==> config.mk <==
export PLATFORM = sky130hd
export DESIGN_NAME = alu_exec
export DESIGN_NICKNAME = d
export VERILOG_FILES = /design/src/rtl/alu_pkg.sv /design/src/rtl/alu_shifter.sv /design/src/rtl/alu_exec.sv
export SDC_FILE = /design/constraint.sdc
export NUM_CORES = 1
export LEC_CHECK = 0
export CORE_UTILIZATION = 60
export DETAILED_ROUTE_END_ITERATION = 8
export PLACE_DENSITY = 0.86
export SETUP_SLACK_MARGIN = 0.1
export SLEW_MARGIN = 0
export SYNTH_ARGS = -nofsm -noshare
export SYNTH_HDL_FRONTEND = slang
export SYNTH_HIERARCHICAL = 1
export SYNTH_SLANG_ARGS = --single-unit
==> constraint.sdc <==
create_clock -name clk -period 5 [get_ports clk]
set_clock_uncertainty 0.1 [all_clocks]
set_input_delay 1.5 -clock clk [delete_from_list [all_inputs] [get_ports clk]]
set_output_delay 1.5 -clock clk [all_outputs]
set_load 0.01 [all_outputs]
==> src/rtl/alu_pkg.sv <==
// rtl/alu_pkg.sv - ALU control codes, FSM state type and opcode helpers
// Shared by alu_exec, alu_shifter and the ALU control decoder.
// Optional feature macro used by importers: ALU_EXEC_BARREL_SHIFT_EN.
package alu_pkg;

    localparam logic [3:0] ALU_ADD  = 4'd0;
    localparam logic [3:0] ALU_SUB  = 4'd1;
    localparam logic [3:0] ALU_SLL  = 4'd2;
    localparam logic [3:0] ALU_SLT  = 4'd3;
    localparam logic [3:0] ALU_SLTU = 4'd4;
    localparam logic [3:0] ALU_XOR  = 4'd5;
    localparam logic [3:0] ALU_SRL  = 4'd6;
    localparam logic [3:0] ALU_SRA  = 4'd7;
    localparam logic [3:0] ALU_OR   = 4'd8;
    localparam logic [3:0] ALU_AND  = 4'd9;
    localparam logic [3:0] ALU_SRC2 = 4'd10;

    typedef enum logic [1:0] {
        ST_IDLE  = 2'd0,
        ST_SHIFT = 2'd1,
        ST_DONE  = 2'd2
    } alu_state_e;

    function automatic logic is_shift_op(input logic [3:0] code);
        return (code == ALU_SLL) || (code == ALU_SRL) || (code == ALU_SRA);
    endfunction

    // Codes above SRC2 (11..15) are unassigned.
    function automatic logic is_legal_op(input logic [3:0] code);
        return code <= ALU_SRC2;
    endfunction

endpackage

==> src/rtl/alu_shifter.sv <==
// rtl/alu_shifter.sv - serial one-bit-per-cycle shifter datapath for alu_exec
// Ports: clk, rst_n (async active-low); load_i captures data_i/ctrl_i/shamt_i;
// step_i advances one bit; next_o is the one-bit-shifted value of the current
// operand (data_i while not stepping, the held operand while stepping);
// last_o flags that the next step completes the shift.
import alu_pkg::*;

module alu_shifter #(
    parameter int XLEN = 32,
    parameter int SHW  = $clog2(XLEN)
) (
    input  logic            clk,
    input  logic            rst_n,
    input  logic            load_i,
    input  logic            step_i,
    input  logic [3:0]      ctrl_i,
    input  logic [XLEN-1:0] data_i,
    input  logic [SHW-1:0]  shamt_i,
    output logic [XLEN-1:0] next_o,
    output logic            last_o
);

    logic [XLEN-1:0] data_q;
    logic [SHW-1:0]  cnt_q;
    logic            left_q;
    logic            fill_q;

    logic [XLEN-1:0] cur;
    logic            left_c;
    logic            fill_c;

    // The first shift happens on the load cycle itself, so a shift by N
    // needs only N-1 further steps and finishes in N cycles overall.
    always_comb begin
        if (step_i) begin
            cur    = data_q;
            left_c = left_q;
            fill_c = fill_q;
        end else begin
            cur    = data_i;
            left_c = (ctrl_i == ALU_SLL);
            fill_c = (ctrl_i == ALU_SRA) & data_i[XLEN-1];
        end
        next_o = left_c ? {cur[XLEN-2:0], 1'b0} : {fill_c, cur[XLEN-1:1]};
    end

    assign last_o = (cnt_q == SHW'(1));

    always_ff @(posedge clk or negedge rst_n) begin
        if (!rst_n) begin
            data_q <= '0;
            cnt_q  <= '0;
            left_q <= 1'b0;
            fill_q <= 1'b0;
        end else if (load_i) begin
            data_q <= next_o;
            cnt_q  <= shamt_i - SHW'(1);
            left_q <= left_c;
            fill_q <= fill_c;
        end else if (step_i) begin
            data_q <= next_o;
            cnt_q  <= cnt_q - SHW'(1);
        end
    end

endmodule

==> src/rtl/alu_exec.sv <==
// rtl/alu_exec.sv - handshaked ALU execute stage with IDLE/SHIFT/DONE FSM
// Ports: clk, rst_n (async active-low); in_valid/in_ready, alu_ctrl, src1,
// src2 operation input; out_valid/out_ready, result, zero, illegal output.
// Macro ALU_EXEC_BARREL_SHIFT_EN: single-cycle barrel shifts instead of the
// serial alu_shifter.
import alu_pkg::*;

module alu_exec #(
    parameter int XLEN = 32
) (
    input  logic            clk,
    input  logic            rst_n,
    input  logic            in_valid,
    output logic            in_ready,
    input  logic [3:0]      alu_ctrl,
    input  logic [XLEN-1:0] src1,
    input  logic [XLEN-1:0] src2,
    output logic            out_valid,
    input  logic            out_ready,
    output logic [XLEN-1:0] result,
    output logic            zero,
    output logic            illegal
);

    localparam int SHW = $clog2(XLEN);

    alu_state_e      state_q;
    logic            out_valid_q;
    logic [XLEN-1:0] result_q;
    logic            zero_q;
    logic            illegal_q;

    logic            accept;
    logic            go_shift;
    logic [SHW-1:0]  shamt;
    logic [XLEN-1:0] alu_res;

    assign in_ready = (state_q == ST_IDLE);
    assign accept   = in_valid & in_ready;
    assign shamt    = src2[SHW-1:0];

`ifndef ALU_EXEC_BARREL_SHIFT_EN
    logic [XLEN-1:0] sh_next;
    logic            sh_last;

    // Shifts of 0 or 1 resolve on the accept cycle; only longer ones walk SHIFT.
    assign go_shift = is_shift_op(alu_ctrl) && (shamt > SHW'(1));

    alu_shifter #(.XLEN(XLEN), .SHW(SHW)) u_shifter (
        .clk     (clk),
        .rst_n   (rst_n),
        .load_i  (accept & go_shift),
        .step_i  (state_q == ST_SHIFT),
        .ctrl_i  (alu_ctrl),
        .data_i  (src1),
        .shamt_i (shamt),
        .next_o  (sh_next),
        .last_o  (sh_last)
    );
`else
    assign go_shift = 1'b0;
`endif

    always_comb begin
        alu_res = '0;
        case (alu_ctrl)
            ALU_ADD:  alu_res = src1 + src2;
            ALU_SUB:  alu_res = src1 - src2;
            ALU_SLT:  alu_res = {{(XLEN-1){1'b0}}, $signed(src1) < $signed(src2)};
            ALU_SLTU: alu_res = {{(XLEN-1){1'b0}}, src1 < src2};
            ALU_XOR:  alu_res = src1 ^ src2;
            ALU_OR:   alu_res = src1 | src2;
            ALU_AND:  alu_res = src1 & src2;
            ALU_SRC2: alu_res = src2;
`ifdef ALU_EXEC_BARREL_SHIFT_EN
            ALU_SLL:  alu_res = src1 << shamt;
            ALU_SRL:  alu_res = src1 >> shamt;
            ALU_SRA:  alu_res = $signed(src1) >>> shamt;
`else
            ALU_SLL, ALU_SRL, ALU_SRA:
                      alu_res = (shamt == '0) ? src1 : sh_next;
`endif
            default:  alu_res = '0;
        endcase
    end

    always_ff @(posedge clk or negedge rst_n) begin
        if (!rst_n) begin
            state_q     <= ST_IDLE;
            out_valid_q <= 1'b0;
            result_q    <= '0;
            zero_q      <= 1'b0;
            illegal_q   <= 1'b0;
        end else begin
            case (state_q)
                ST_IDLE: begin
                    if (accept) begin
                        if (go_shift) begin
                            state_q <= ST_SHIFT;
                        end else begin
                            state_q     <= ST_DONE;
                            out_valid_q <= 1'b1;
                            result_q    <= alu_res;
                            zero_q      <= (alu_res == '0);
                            illegal_q   <= !is_legal_op(alu_ctrl);
                        end
                    end
                end
                ST_SHIFT: begin
`ifdef ALU_EXEC_BARREL_SHIFT_EN
                    state_q <= ST_IDLE;
`else
                    if (sh_last) begin
                        state_q     <= ST_DONE;
                        out_valid_q <= 1'b1;
                        result_q    <= sh_next;
                        zero_q      <= (sh_next == '0);
                        illegal_q   <= 1'b0;
                    end
`endif
                end
                ST_DONE: begin
                    if (out_ready) begin
                        state_q     <= ST_IDLE;
                        out_valid_q <= 1'b0;
                    end
                end
                default: state_q <= ST_IDLE;
            endcase
        end
    end

    assign out_valid = out_valid_q;
    assign result    = result_q;
    assign zero      = zero_q;
    assign illegal   = illegal_q;

endmodule
==> impl_metrics.ini, run 1 <==
[synth]
synth_area_um2 = 11410
ys_warn_count = 6
synthArstFlopShare_pct = 100.0
ys_seq_area_share_pct = 16.67
synthTopCellsByArea = dfrtp_1, ha_1, a21oi_1
synthCells = 1523
yosys.area.top_type = dfrtp_1
ys_types = 109
synth_seq_cells = 76
avgSynthCellArea_um2 = 7.491
synth_common_cells = nand2_1, nor2_1, a21oi_1
netlist.area_leader.share_pct = 16.67
synth.most_common_cell = nand2_1
synth_edf_count = 0
syn-num-nets = 1696
synthFlopType = dfrtp_1

[clock_network]
cts.path.max_buffers = 2
ctsRootBufferMaster = clkbuf_16
cts_sinks = 76
numCtsBuffers = 9
h-tree-depth = 3

[placement]
dp.cells = 2174
port_buffers = 107
place.gp.congestion = 1.213
hpwlAfterDp_um = 41220

[status]
lastStage = 5_1_grt
tool.error = [ERROR GRT-0116] Global routing finished with congestion. Check the congestion regions in the DRC Viewer.
status = did not finish

[global_routing]
grt_pass1_wl_um = 124900
grt_pass1_vias = 19674
grt_usage_pct = 82.11
grt_max_degree = 77
overflow = 353

[floorplanning]
initial_core_util_pct = 61.19
ios = 108
num_rows = 50
die-height_um = 139.9
die_w_um = 139.9
[through the flow]
stage | instance area, um2 | setup WS (ns)
after floorplan | 11410 | 0.5156
after global placement | 15460 | -0.3197
after detailed placement | 15460 | -0.5125
after CTS | 16110 | 0.1028
[timing repair]
item | CTS
gates resized for setup | 77
setup endpoints to repair | 10
pin swaps | 23
hold buffers | 0
setup buffers | 6
gates cloned | 0
[cell families after synthesis]
group                      count (synthesis)  synth area share [%]
AOI/OAI and AO/OA                        548                 34.47
xor gates and xnor gates                  15                 1.152
adders and majority gates                101                 11.21
buffers and inverters                    221                 9.212
DFF                                       76                 16.67
muxes                                     65                 5.780
and+or+nand+nor                          497                 21.51
[per-layer routing]
metal / overflow / track usage [%]
met1: 7 / 82.37
met2: 198 / 97.63
met3: 12 / 67.59
met4: 135 / 82.53
met5: 1 / 35.84
==> inputs of run 2 (changes only) <==
--- a/config.mk
+++ b/config.mk
@@ -5,10 +5,9 @@
 export SDC_FILE = /design/constraint.sdc
 export NUM_CORES = 1
 export LEC_CHECK = 0
-export CORE_UTILIZATION = 60
+export CORE_UTILIZATION = 40
 export DETAILED_ROUTE_END_ITERATION = 8
-export PLACE_DENSITY = 0.86
-export SETUP_SLACK_MARGIN = 0.1
+export PLACE_DENSITY_LB_ADDON = 0.15
 export SLEW_MARGIN = 0
 export SYNTH_ARGS = -nofsm -noshare
 export SYNTH_HDL_FRONTEND = slang
==> run 2 against run 1 <==
Compared with the run above: synthesized area unchanged; synthesized cell count unchanged; the run now ends clean.
==> impl_metrics.ini, run 2 <==
[status]
status = finished clean

[setup_path]
slowest_delay_ns = 0.54
cp_cell_sequence = clkdlybuf4s50_1 -> inv_1 -> ha_1 -> inv_1 -> a21oi_1 -> o31ai_1 -> a311oi_1 -> o31ai_1 -> and3_1 -> or4_1 -> nor4_1 -> nand4_1 -> o31ai_2
cp_top_family = simple AND/OR/NAND/NOR gates
path_buf_inv = 3
critPathMaxFanout = 9
reg2reg_setup_slack_ns = 1.06
arrival_ns = 5.11
end_kind = flop
cp.required_ns = 5.16
crit_type = in2reg
crit_path_top_delay_cell = clkdlybuf4s50_1
critPathLaunchType = primary input

[detailed_routing]
route.detailed.drc = 0
ant_nets = 0
first_pass_iters = 5
wl_per_cell_um = 22.85
via_per_inst = 5.928
route.vias.total = 14412
drt_iter0_markers = 1230
drt_wl_total_um = 55540

[synth]
synth_area_um2 = 11410
synth_common_cells = nand2_1, nor2_1, a21oi_1
synth_compound_area_share_pct = 34.47
yosys.area.top_type = dfrtp_1
synth-simple-area-share_pct = 21.51
synth.most_common_cell = nand2_1
ys_types = 109
synthFlopType = dfrtp_1
synthTopCellsByArea = dfrtp_1, ha_1, a21oi_1
avgSynthCellArea_um2 = 7.491
ys_seq_area_share_pct = 16.67
ys_warn_count = 6
synth_mux_area_share_pct = 5.780
yosys.area_share.adder_pct = 11.21
netlist.area_leader.share_pct = 16.67
synth_seq_cells = 76
syn-num-nets = 1696
synthCells = 1523
synth_top_family_by_area = compound AO/OA/AOI/OAI gates
synth_edf_count = 0
synthArstFlopShare_pct = 100.0
synth_xor_area_share_pct = 1.152

[timing]
timing.final.crit_share_pct = 98.90
fmaxAchievable_ghz = 0.2022
rsz0062_at_grt = yes
setup_violations = 0
fin_crit_ns = 4.945
finalMaxSlewViolations = 0
worstMarginPinSlew_ns = 1.122
slew_headroom_pct = 25.08
hold_viol = 0
holdWs_ns = 0.3825

[cells_and_area]
mostFrequentLayoutCells = buf_4, nand2_1, nor2_1
finalCoreUtilization_pct = 61.19
area_growth_pct = 49.84
nets = 2221
fillers = 2663
layout.cells.non_filler = 2431
final_common_cell = buf_4
diodes = 0
drive_gt1_share_pct = 32.39

[global_routing]
antenna_found_initial = 0
grt_pass1_wl_um = 82610
grt_max_degree = 77
overflow = 0
grt_usage_pct = 38.07
grt_pass1_vias = 14012

[clock_network]
ctsRootBufferMaster = clkbuf_16
cts.clk_slew.worst_paths_ns = 0.08
clk_latency_ns = 0.35
hold_buffers = 0
h-tree-depth = 3
cts_tree = done
cts_sinks = 76
numCtsBuffers = 9
cts.path.max_buffers = 2

[pwr]
leakage_uw = 0.007979
vdd_drop_max_mv = 0.2945
pwr_density_cell_nw_per_um2 = 270.4

[placement]
hpwlAfterDp_um = 44690
port_buffers = 107
place.gp.congestion = 1.016
dp.cells = 2405

[floorplanning]
die-height_um = 170.9
core_um2 = 27930
die_area_um2 = 29200
num_rows = 61
ios = 108
initial_core_util_pct = 40.84
die_w_um = 170.9

[min_path]
hold_path_class = reg2reg

[flow_run]
maxCapViolCount = 0
## run 2: cell counts after synthesis
Identical to the previous run, type by type.
## run 2: final timing paths
check,startpoint,endpoint,depth (start not counted)
max,src1[17],zero,13
min,result[1],result[1],2
max reg2reg,state_q[1],zero,17
min reg2reg,result[1],result[1],2
max in group asynchronous,rst_n,result[15],1
min in group asynchronous,rst_n,u_shifter/cnt_q[2],1
## run 2: where the power goes
group | switching, uW | leakage [uW] | internal (uW)
sequential | 195 | 0.000959 | 885
clock | 309 | 0.000135 | 345
combinational | 1520 | 0.00689 | 1370
## run 2: final cells by class
cell class / instances / area (um2) / area share (%)
clock buffers: 9 / 225.2 / 1.318
clock inverters: 7 / 57.56 / 0.3367
inverters: 105 / 396.6 / 2.320
multi-input cells: 1226 / 8890 / 52.01
flip-flops and latches: 76 / 1902 / 11.13
well taps: 378 / 473.0 / 2.767
repair buffers: 630 / 5150 / 30.13
## run 2: logic make-up after synthesis
| family | count (synthesis) |
|---|---|
| and+or+nand+nor | 497 |
| buffers and inverters | 221 |
| AOI/OAI and AO/OA | 548 |
| muxes | 65 |
| DFF | 76 |
| xor gates and xnor gates | 15 |
| adders and majority gates | 101 |
## run 2: what timing repair did
item	4_1_cts	5_1_grt
gates cloned	2	0
setup buffers	6	2
setup endpoints to repair	2	8
gates resized for setup	47	44
endpoints found under the hold margin	0	0
pin swaps	20	16
## run 2: layer usage
metal / routed length [um] / track usage, %
met5: 0 / 0
met4: 4077 / 25.78
met3: 2771 / 3.771
met2: 26130 / 64.84
met1: 22570 / 45.35
## run 2: stage by stage
step	power (uW)	area, um2	setup TNS (ns)	setup WS (ns)
3_3_place_gp	3809	16310	-3.829	-0.6649
6_report	4623	17090	0	0.05523
3_5_place_dp	3856	16310	-4.330	-0.6879
4_1_cts	4559	16890	0	0.005308
5_1_grt	4882	17090	-0.02369	-0.02369
2_1_floorplan	2452	11410	0	0.5156
## run 2: worst min-delay path, delay by kind of cell, from the launching register on
kind | cells | cell delay (ns)
AOI/OAI and AO/OA | 1 | 0.06
DFF | 1 | 0.34
and+or+nand+nor | 1 | 0.05
Power figures use the tool's default switching activity.
==> inputs of run 3 (changes only) <==
--- a/config.mk
+++ b/config.mk
@@ -7,7 +7,7 @@
 export LEC_CHECK = 0
 export CORE_UTILIZATION = 40
 export DETAILED_ROUTE_END_ITERATION = 8
-export PLACE_DENSITY_LB_ADDON = 0.15
+export PLACE_DENSITY_LB_ADDON = 0.3
 export SLEW_MARGIN = 0
 export SYNTH_ARGS = -nofsm -noshare
 export SYNTH_HDL_FRONTEND = slang
==> constraint.sdc (replaced) <==
create_clock -name clk -period 5 [get_ports clk]
set_clock_uncertainty 0.1 [all_clocks]
set_input_delay 1 -clock clk [delete_from_list [all_inputs] [get_ports clk]]
set_output_delay 1 -clock clk [all_outputs]
set_load 0.01 [all_outputs]
==> run 3 against run 2 <==
Compared with the run above: final cell count down 11%; critical path depth up 2; hold slack worse by 0.0021 ns.
==> impl_metrics.ini, run 3 (same netlist as run 2, synthesis figures left out) <==
[status]
status = finished clean

[cells_and_area]
nets = 1948
regArea_um2 = 1902
diodes = 0
area_growth_pct = 28.42
drive_gt1_share_pct = 18.31
mostFrequentLayoutCells = buf_4, nand2_1, nor2_1
multi_input_area_um2 = 8537
final_common_cell = buf_4
fillers = 2734

[pwr]
pwr_density_cell_nw_per_um2 = 292.5
switching_share_pct = 44.14
vdd_drop_max_mv = 0.1854
clockPowerShare_pct = 15.9
p_int_uw = 2394
finalPower_uw = 4286
p_comb_share_pct = 58.7
leakage_uw = 0.006549
power_switching_uw = 1892
pwr-share-seq_pct = 25.3

[timing]
holdWs_ns = 0.3804
worstMarginPinSlew_ns = 1.112
timing.final.crit_share_pct = 96.06
slew_headroom_pct = 25.73
finalMaxSlewViolations = 0
fin_crit_ns = 4.803
rsz0062_at_grt = no
fmaxAchievable_ghz = 0.2082
hold_viol = 0
setup_violations = 0
setup_ws_ns = 0.1969

[global_routing]
overflow = 0
antenna_found_initial = 0
grt_pass1_vias = 12886
grt_usage_pct = 34.64
grt_max_degree = 67
grt_pass1_wl_um = 76000

[setup_path]
crit_type = in2reg
crit_top_cell = a211oi_1
r2r-start = state_q[1]
reg2reg_depth = 15
arrival_ns = 4.96
path_buf_inv = 3
crit_path_top_delay_cell = clkdlybuf4s50_1
end_kind = flop
cp.required_ns = 5.16
cp_cell_sequence = clkdlybuf4s50_1 -> inv_1 -> ha_1 -> buf_4 -> nor4_4 -> nand2_1 -> a211oi_1 -> a211oi_1 -> or4_1 -> and3_1 -> nor3_2 -> o311ai_0 -> nor4_1 -> nand4_1 -> o31ai_2
cp_top_family = simple AND/OR/NAND/NOR gates
critPathMaxFanout = 7
slowest_delay_ns = 0.60
r2r-end = zero
critPathLaunchType = primary input
reg2reg_setup_slack_ns = 0.72

[min_path]
worstHoldStart = result[25]
whs_endpoint = result[25]
whs_path_depth = 2
hold_path_class = reg2reg

[floorplanning]
die_area_um2 = 29200
num_rows = 61
ios = 108
core_um2 = 27930
initial_core_util_pct = 40.84
die_w_um = 170.9
die-height_um = 170.9

[clock_network]
cts_sinks = 76
cts.path.max_buffers = 2
cts_resized = 0
cts_tree = done
cts.clk_slew.worst_paths_ns = 0.06
numCtsBuffers = 9
ctsRootBufferMaster = clkbuf_16
clk_latency_ns = 0.34
hold_buffers = 0
h-tree-depth = 3
post-cts-setup-buffers = 0

[detailed_routing]
route.detailed.drc = 0
wl_per_cell_um = 23.49
drt_wl_total_um = 50690
drt_iter0_markers = 1713
route.vias.total = 13518
first_pass_iters = 6
via_per_inst = 6.264
ant_nets = 0

[flow_run]
maxCapViolCount = 0

[placement]
pre_cts_ws_ns = -0.09397
hpwlAfterDp_um = 40010
place.gp.congestion = 1.050
port_buffers = 107
run 3: routing by layer:
layer	up-vias	global-route usage [%]	share of wire (%)
met5	-	0	0
met4	0	18.79	5.7
met3	149	5.228	7.8
met2	743	57.39	46
met1	6458	43.14	40
li1	6168	-	-
run 3: area by class of cell:
| class | instances | share of cell area (%) |
|---|---|---|
| clock buffer | 13 | 1.708 |
| timing repair buffer | 357 | 20.79 |
| tap | 378 | 3.228 |
| clock inverter | 3 | 0.3160 |
| multi-input combinational | 1226 | 58.27 |
| inverter | 105 | 2.707 |
| sequential | 76 | 12.98 |
run 3: power by group through the flow:
stage | sequential (uW) | combinational, uW | clock, uW
CTS | 1080 | 2480 | 685
detailed placement | 1090 | 2460 | 0
global route | 1110 | 2700 | 710
global placement | 1080 | 2440 | 0
finish | 1090 | 2520 | 683
floorplan | 1100 | 1350 | 0
run 3: worst max-delay path by stage:
stage,start,to,slack (ns),cells after the start
final,src2[14],zero,0.20,15
after floorplan,src1[0],zero,1.02,15
after detailed placement,alu_ctrl[2],zero,-0.09,15
after global placement,src2[0],zero,-0.08,15
after CTS,alu_ctrl[2],zero,0.25,15
after global routing,src2[14],zero,0.04,16
run 3: stage by stage:
stage                     instance area (um2)  instances  util [%]  setup TNS (ns)
after global placement                  14340       2142     51.33        -0.08283
after global routing                    14650       2158     52.45               0
final                                   14650       2158     52.45               0
after floorplan                         11410       1523         -               0
after CTS                               14640       2158     52.40               0
after detailed placement                14340       2142     51.33        -0.09397
run 3: tightest hold or removal path, delay by kind of cell (launching register included):
kind	cells	cell delay, ns
flops	1	0.34
simple gates	1	0.05
compound gates	1	0.06
